File: src/rtl/qpsk_tx_pkg.sv
// qpsk_tx_pkg
// Shared constants for the single-rail QPSK transmit chain: oversampling,
// filter span, data widths, default LFSR seed, the 24-tap raised-cosine
// coefficient table and the ternary symbol type used by the shaping filter.
// Optional feature macro used by the chain: EXT_BIT_EN.

package qpsk_tx_pkg;

  localparam int OS     = 4;
  localparam int NBAUD  = 6;
  localparam int NTAPS  = OS * NBAUD;
  localparam int COEF_W = 8;
  localparam int OUT_W  = 8;
  localparam int ACC_W  = 16;

  localparam logic [8:0] SEED_DEFAULT = 9'b010101011;

  // Symbol values are restricted to -1, 0 and +1.
  typedef logic signed [1:0] sym_t;

  localparam sym_t SYM_POS = 2'sd1;
  localparam sym_t SYM_NEG = -2'sd1;

  // h[k] = round(127 * rc((k-12)/4)), beta = 0.5, T = 1.
  // Every fourth tap lands on a symbol-spaced zero crossing except the centre.
  localparam logic signed [COEF_W-1:0] COEF [NTAPS] = '{
    8'sd0,   8'sd1,   8'sd2,   8'sd3,
    8'sd0,  -8'sd7,  -8'sd15, -8'sd16,
    8'sd0,   8'sd33,  8'sd76,  8'sd113,
    8'sd127, 8'sd113, 8'sd76,  8'sd33,
    8'sd0,  -8'sd16, -8'sd15, -8'sd7,
    8'sd0,   8'sd3,   8'sd2,   8'sd1
  };

  // Bit 0 maps to +1, bit 1 maps to -1.
  function automatic sym_t map_bit(input logic b);
    return b ? SYM_NEG : SYM_POS;
  endfunction

endpackage

File: src/rtl/prbs9_lfsr.sv
// prbs9_lfsr
// Fibonacci PRBS9 generator, polynomial x^9 + x^5 + 1. Advances one step on
// each clock where en is high; output is the register MSB.
// Ports:
//   clk    in   clock
//   rst    in   asynchronous active-low reset (loads SEED)
//   en     in   advance enable
//   o_bit  out  current PRBS bit (lfsr[8])

module prbs9_lfsr
  import qpsk_tx_pkg::*;
#(
  parameter logic [8:0] SEED = SEED_DEFAULT
) (
  input  logic clk,
  input  logic rst,
  input  logic en,
  output logic o_bit
);

  logic [8:0] r_lfsr;

  always_ff @(posedge clk or negedge rst) begin
    if (!rst) begin
      r_lfsr <= SEED;
    end else if (en) begin
      r_lfsr <= {r_lfsr[7:0], r_lfsr[8] ^ r_lfsr[4]};
    end
  end

  assign o_bit = r_lfsr[8];

endmodule

File: src/rtl/qpsk_tx_chain.sv
// qpsk_tx_chain
// One QPSK rail: PRBS9 data bits, one per 4-clock symbol period, mapped to
// +/-1 and shaped by a 4x polyphase raised-cosine FIR (24 taps, 6 symbols).
// One 8-bit signed sample leaves per clock.
// Ports:
//   clk     in   sample clock
//   rst     in   asynchronous active-low reset
//   i_bit   in   external data bit (only when EXT_BIT_EN is defined)
//   o_prbs  out  current PRBS bit
//   o_tx    out  filtered sample, signed two's complement
// Macro EXT_BIT_EN: when defined, the symbol register loads i_bit instead of
// the PRBS bit; the PRBS generator and o_prbs keep running regardless.

module qpsk_tx_chain
  import qpsk_tx_pkg::*;
#(
  parameter logic [8:0] SEED = SEED_DEFAULT
) (
  input  logic                    clk,
  input  logic                    rst,
`ifdef EXT_BIT_EN
  input  logic                    i_bit,
`endif
  output logic                    o_prbs,
  output logic signed [OUT_W-1:0] o_tx
);

  localparam logic signed [ACC_W-1:0] OUT_MAX = ACC_W'((1 << (OUT_W - 1)) - 1);
  localparam logic signed [ACC_W-1:0] OUT_MIN = ACC_W'(-(1 << (OUT_W - 1)));

  function automatic logic signed [OUT_W-1:0] sat_out(input logic signed [ACC_W-1:0] x);
    if (x > OUT_MAX) begin
      return OUT_MAX[OUT_W-1:0];
    end else if (x < OUT_MIN) begin
      return OUT_MIN[OUT_W-1:0];
    end else begin
      return x[OUT_W-1:0];
    end
  endfunction

  logic [1:0]              r_phase;
  sym_t                    r_sym [NBAUD];
  logic                    w_step;
  logic                    w_bit_in;
  logic signed [ACC_W-1:0] w_acc;
  logic signed [ACC_W-1:0] w_shift;

  // Symbol boundary: the last clock of each 4-clock symbol period.
  assign w_step = (r_phase == 2'd3);

  prbs9_lfsr #(
    .SEED (SEED)
  ) u_prbs (
    .clk   (clk),
    .rst   (rst),
    .en    (w_step),
    .o_bit (o_prbs)
  );

`ifdef EXT_BIT_EN
  assign w_bit_in = i_bit;
`else
  assign w_bit_in = o_prbs;
`endif

  // Phase counter and symbol delay line
  always_ff @(posedge clk or negedge rst) begin
    if (!rst) begin
      r_phase <= 2'd0;
      for (int j = 0; j < NBAUD; j++) begin
        r_sym[j] <= '0;
      end
    end else begin
      r_phase <= r_phase + 2'd1;
      if (w_step) begin
        r_sym[0] <= map_bit(w_bit_in);
        for (int j = 1; j < NBAUD; j++) begin
          r_sym[j] <= r_sym[j-1];
        end
      end
    end
  end

  // Polyphase branch p uses taps h[4j+p]; with ternary symbols each product
  // reduces to add, subtract or skip.
  always_comb begin
    w_acc = '0;
    for (int j = 0; j < NBAUD; j++) begin
      case (r_sym[j])
        SYM_POS: w_acc = w_acc + ACC_W'(COEF[5'(OS * j) + 5'(r_phase)]);
        SYM_NEG: w_acc = w_acc - ACC_W'(COEF[5'(OS * j) + 5'(r_phase)]);
        default: ;
      endcase
    end
  end

  assign w_shift = w_acc >>> 1;

  // Output register
  always_ff @(posedge clk or negedge rst) begin
    if (!rst) begin
      o_tx <= '0;
    end else begin
      o_tx <= sat_out(w_shift);
    end
  end

endmodule

File: config.mk
export PLATFORM = sky130hd
export DESIGN_NAME = qpsk_tx_chain
export DESIGN_NICKNAME = d
export VERILOG_FILES = /design/src/rtl/qpsk_tx_pkg.sv /design/src/rtl/prbs9_lfsr.sv /design/src/rtl/qpsk_tx_chain.sv
export SDC_FILE = /design/constraint.sdc
export NUM_CORES = 1
export LEC_CHECK = 0
export ABC_AREA = 1
export CELL_PAD_IN_SITES_DETAIL_PLACEMENT = 0
export CELL_PAD_IN_SITES_GLOBAL_PLACEMENT = 1
export CORE_MARGIN = 5
export CORE_UTILIZATION = 47
export CTS_BUF_LIST = sky130_fd_sc_hd__clkbuf_2
export CTS_CLUSTER_SIZE = 25
export DETAILED_ROUTE_END_ITERATION = 7
export PLACE_DENSITY_LB_ADDON = 0.1
export SYNTH_ARGS = -nofsm -noshare
export SYNTH_HDL_FRONTEND = slang
export SYNTH_SLANG_ARGS = --single-unit
File: constraint.sdc
create_clock -name clk -period 9.35 [get_ports clk]
set_input_delay 0.935 -clock clk [delete_from_list [all_inputs] [get_ports clk]]
set_output_delay 0.935 -clock clk [all_outputs]
set_load 0.03 [all_outputs]
==> flow_summary.html <==
<table>
<tr><th>Metric</th><th>Value</th></tr>
<tr><th colspan="2">Timing</th></tr>
<tr><td>Clock skew</td><td>0.0223 ns</td></tr>
<tr><td>Transition time of the tightest slew-check pin</td><td>0.811 ns</td></tr>
<tr><td>Clock period minus worst slack</td><td>8.40 ns</td></tr>
<tr><td>Number of pins with negative max-slew slack in the final report</td><td>0</td></tr>
<tr><td>Count of final setup violators</td><td>0</td></tr>
<tr><td>Rel. slew slack</td><td>0.459</td></tr>
<tr><td>Worst setup slack after layout</td><td>0.949 ns</td></tr>
<tr><td>Final cycle utilization of the critical path</td><td>0.899</td></tr>
<tr><td>Setup repair after global routing missed its margin</td><td>false</td></tr>
<tr><td>Achievable frequency</td><td>0.119 GHz</td></tr>
<tr><td>Sum of negative setup slack</td><td>0 ns</td></tr>
<tr><td>Hold Violations, Final</td><td>0</td></tr>
<tr><th colspan="2">Floorplan</th></tr>
<tr><td>Number of rows in the core area</td><td>41</td></tr>
<tr><td>Chip height</td><td>123 um</td></tr>
<tr><td>Die width</td><td>123 um</td></tr>
<tr><td>IO Count</td><td>11</td></tr>
<tr><td>Core box area</td><td>12,600 um^2</td></tr>
<tr><td>Starting density of the core</td><td>0.479</td></tr>
<tr><td>Die Footprint</td><td>15,200 um^2</td></tr>
<tr><th colspan="2">Yosys</th></tr>
<tr><td>Library cell occupying the most area in the post-synthesis netlist</td><td>sky130_fd_sc_hd__ha_1</td></tr>
<tr><td>Synth Area per Inst</td><td>6.36 um^2</td></tr>
<tr><td>Dominant cells by area after synthesis</td><td>sky130_fd_sc_hd__ha_1 (17%), sky130_fd_sc_hd__nand2_1 (15%), sky130_fd_sc_hd__dfrtp_1 (11%), sky130_fd_sc_hd__inv_1 (7.5%), sky130_fd_sc_hd__o21ai_0 (6.0%)</td></tr>
<tr><td>Post-synthesis cell type count</td><td>51</td></tr>
<tr><td>Cells after synthesis</td><td>947</td></tr>
<tr><td>Synthesized Nets</td><td>1,034</td></tr>
<tr><td>Proportion of synthesized chip area in sequential cells</td><td>0.130</td></tr>
<tr><td>Post-synth top area share</td><td>0.166</td></tr>
<tr><td>Synthesized cell area</td><td>6020 um^2</td></tr>
<tr><td>Flop and latch count out of synthesis</td><td>31</td></tr>
<tr><td>Synth warn</td><td>0</td></tr>
<tr><th colspan="2">Pwr</th></tr>
<tr><td>Power density over the cells</td><td>32.0 nW/um^2</td></tr>
<tr><td>Leakage power summed over all cells</td><td>3.52 nW</td></tr>
<tr><td>Peak supply drop</td><td>0.0630 mV</td></tr>
<tr><th colspan="2">Setup path</th></tr>
<tr><td>Worst-path cell with the longest stage delay</td><td>sky130_fd_sc_hd__dfrtp_1</td></tr>
<tr><td>Crit path buffers/inverters</td><td>4</td></tr>
<tr><td>Most frequent CP cell</td><td>sky130_fd_sc_hd__nand2_1</td></tr>
<tr><td>Kind of critical path</td><td>flop to flop</td></tr>
<tr><td>Maximum fanout count along the critical path</td><td>12</td></tr>
<tr><td>Biggest cell delay along the critical path</td><td>0.61 ns</td></tr>
<tr><td>Data arrival time at the worst-slack endpoint</td><td>8.68 ns</td></tr>
<tr><td>Cell family contributing the most delay on the critical path</td><td>simple AND/OR/NAND/NOR gates</td></tr>
<tr><td>Kind of end point of the critical path</td><td>flop</td></tr>
<tr><td>Type of element launching the critical path</td><td>flop</td></tr>
<tr><td>Critical path data required time</td><td>9.63 ns</td></tr>
<tr><th colspan="2">Global route</th></tr>
<tr><td>GRT Util Overall</td><td>0.209</td></tr>
<tr><td>First-pass GRT wire length</td><td>26,300 um</td></tr>
<tr><td>Via count of the first global-routing pass</td><td>5,685</td></tr>
<tr><td>Pin count of the biggest net entering global routing</td><td>32</td></tr>
<tr><td>Global route total overflow</td><td>0</td></tr>
<tr><td>Number of antenna violations at the first check in global routing</td><td>0</td></tr>
<tr><th colspan="2">Route</th></tr>
<tr><td>Detailed Route Iter0 Violations</td><td>398</td></tr>
<tr><td>Count of antenna-violating nets left after detailed routing</td><td>0</td></tr>
<tr><td>Final Routed Wirelength</td><td>15,200 um</td></tr>
<tr><td>First-pass DRT Iterations</td><td>7</td></tr>
<tr><td>Post-route DRC violation count</td><td>0</td></tr>
<tr><td>Vias per Instance</td><td>5.32</td></tr>
<tr><td>Routed vias</td><td>5,965</td></tr>
<tr><td>Avg WL per Cell</td><td>13.6 um</td></tr>
<tr><th colspan="2">Final layout</th></tr>
<tr><td>Layout cell share with drive strength beyond 1</td><td>0.106</td></tr>
<tr><td>Layout net count</td><td>1,035</td></tr>
<tr><td>P&amp;R area growth vs syn</td><td>4.80%</td></tr>
<tr><td>Commonest cells after routing, fill and taps aside</td><td>sky130_fd_sc_hd__nand2_1 (248), sky130_fd_sc_hd__inv_1 (121), sky130_fd_sc_hd__ha_1 (80)</td></tr>
<tr><td>Number of diodes</td><td>0</td></tr>
<tr><td>Cell Count, Final, Fillers Out</td><td>1,121</td></tr>
<tr><td>Commonest non-fill, non-tap cell in the layout</td><td>sky130_fd_sc_hd__nand2_1</td></tr>
<tr><th colspan="2">Clock network</th></tr>
<tr><td>Maximum level of the CTS H-tree</td><td>2</td></tr>
<tr><td>Clk sinks</td><td>31</td></tr>
<tr><td>TritonCTS buffer count</td><td>5</td></tr>
<tr><td>Clock transition at the register clock pins on the worst setup and hold paths after CTS</td><td>0.18 ns</td></tr>
<tr><td>CTS tree</td><td>done</td></tr>
<tr><td>Buffer depth of the longest clock path</td><td>2</td></tr>
<tr><td>Clock latency at the later pin of the worst-skew pair</td><td>0.37 ns</td></tr>
<tr><td>Clock root buffer</td><td>sky130_fd_sc_hd__clkbuf_2</td></tr>
<tr><td>Number of buffers inserted by hold repair at cts</td><td>0</td></tr>
<tr><th colspan="2">Placed design</th></tr>
<tr><td>HPWL Detailed</td><td>12,700 um</td></tr>
<tr><td>Port-buffer cells</td><td>10</td></tr>
<tr><td>Final GP Congestion</td><td>0.895</td></tr>
<tr><td>Pre-CTS setup slack</td><td>0.800 ns</td></tr>
<tr><td>Number of placed cells counting well taps</td><td>1,113</td></tr>
<tr><th colspan="2">Outcome</th></tr>
<tr><td>Run status</td><td>finished, final reports clean</td></tr>
<tr><th colspan="2">Job</th></tr>
<tr><td>Number of max-cap violations</td><td>0</td></tr>
<tr><th colspan="2">Hold path</th></tr>
<tr><td>Min-delay worst type</td><td>flop to flop</td></tr>
</table>
Yosys cell counts (all sizes together):
master	n
inv	127
nor2	61
a211oi	7
nand2	277
nor4	1
xor2	20
clkbuf	10
and2	3
mux2i	1
o31ai	2
clkinv	4
or2	8
a21o	4
ha	80
buf	10
nand4	8
fa	5
a21boi	3
o211ai	1
a31o	1
nand3	82
dfrtp	26
o21a	1
a21oi	77
a31oi	6
o311ai	1
xnor2	12
dfstp	5
o21ai	87
nand3b	5
o21bai	7
o22ai	1
nor3	4
cells by family after synthesis:
group | after synthesis | synth area share
adders and majority gates | 85 | 0.183
muxes | 1 | 0.00166
AOI/OAI and AO/OA | 198 | 0.190
buffers and inverters | 151 | 0.0991
xor gates and xnor gates | 32 | 0.0465
and+or+nand+nor | 449 | 0.350
DFF | 31 | 0.130
power breakdown:
part            total (W)  leakage (nW)  internal [W]  switching [W]
logic          0.00000319          3.15   0.000000637     0.00000255
clock network   0.0000648        0.0241     0.0000167      0.0000481
registers        0.000134         0.348      0.000134              0
total            0.000202          3.52      0.000152      0.0000507
per-stage QoR:
step	hold slack, ns	cell area, um^2	utilization	total power [W]
6_report	0.485	6310	0.502	0.000202
5_1_grt	0.525	6310	0.502	0.000213
4_1_cts	0.486	6310	0.502	0.000204
3_5_place_dp	0.460	6270	0.499	0.000140
3_3_place_gp	0.453	6270	0.499	0.000140
2_1_floorplan	0.442	6020	-	0.000137
worst reg2reg max path: cells and delay by family (launching register included):
family | cells | cell delay [ns]
xor+xnor | 2 | 0.34
fa+ha+maj | 6 | 2.16
compound gates | 14 | 2.29
flops | 1 | 0.61
simple gates | 26 | 2.52
buf+inv | 4 | 0.42
repair_timing:
action | 4_1_cts | 5_1_grt
setup endpoints to repair | 0 | 7
endpoints found under the hold margin | 0 | 0
gates resized for setup | 0 | 1
setup buffers | 0 | 0
final timing paths:
| check | start | to | slack (ns) | depth (start not counted) |
|---|---|---|---|---|
| setup / recovery | r_phase[0] | o_tx[2] | 0.95 | 52 |
| hold / removal | u_prbs.r_lfsr[5] | u_prbs.r_lfsr[5] | 0.48 | 2 |
| setup reg to reg | r_phase[0] | o_tx[2] | 0.95 | 52 |
| hold reg to reg | u_prbs.r_lfsr[5] | u_prbs.r_lfsr[5] | 0.48 | 2 |
| max in group asynchronous | rst | u_prbs.r_lfsr[3] | 8.10 | 2 |
| min in group asynchronous | rst | o_tx[2] | 0.93 | 2 |
area by class of cell:
| class | count | area, um^2 |
|---|---|---|
| Fill cell | 1316 | 6250 |
| Multi-Input combinational cell | 765 | 4650 |
| Sequential cell | 31 | 782 |
| Inverter | 131 | 495 |
| Tap cell | 172 | 215 |
| Timing Repair Buffer | 14 | 130 |
| Clock buffer | 5 | 25.0 |
| Clock inverter | 3 | 15.0 |
sequential cells by signal (all words and copies together) (netlist names):
signal	cells
u_prbs.r_lfsr	9
r_phase	2
o_tx	8
r_sym	12
layer usage:
metal,up-vias,routed length (um),global-route usage
met4,0,161,0.0298
li1,3131,-,-
met5,-,0,0
met2,91,7000,0.353
met1,2728,7660,0.297
met3,15,389,0.0169
Note: power is estimated with default switching activity, not from simulation.
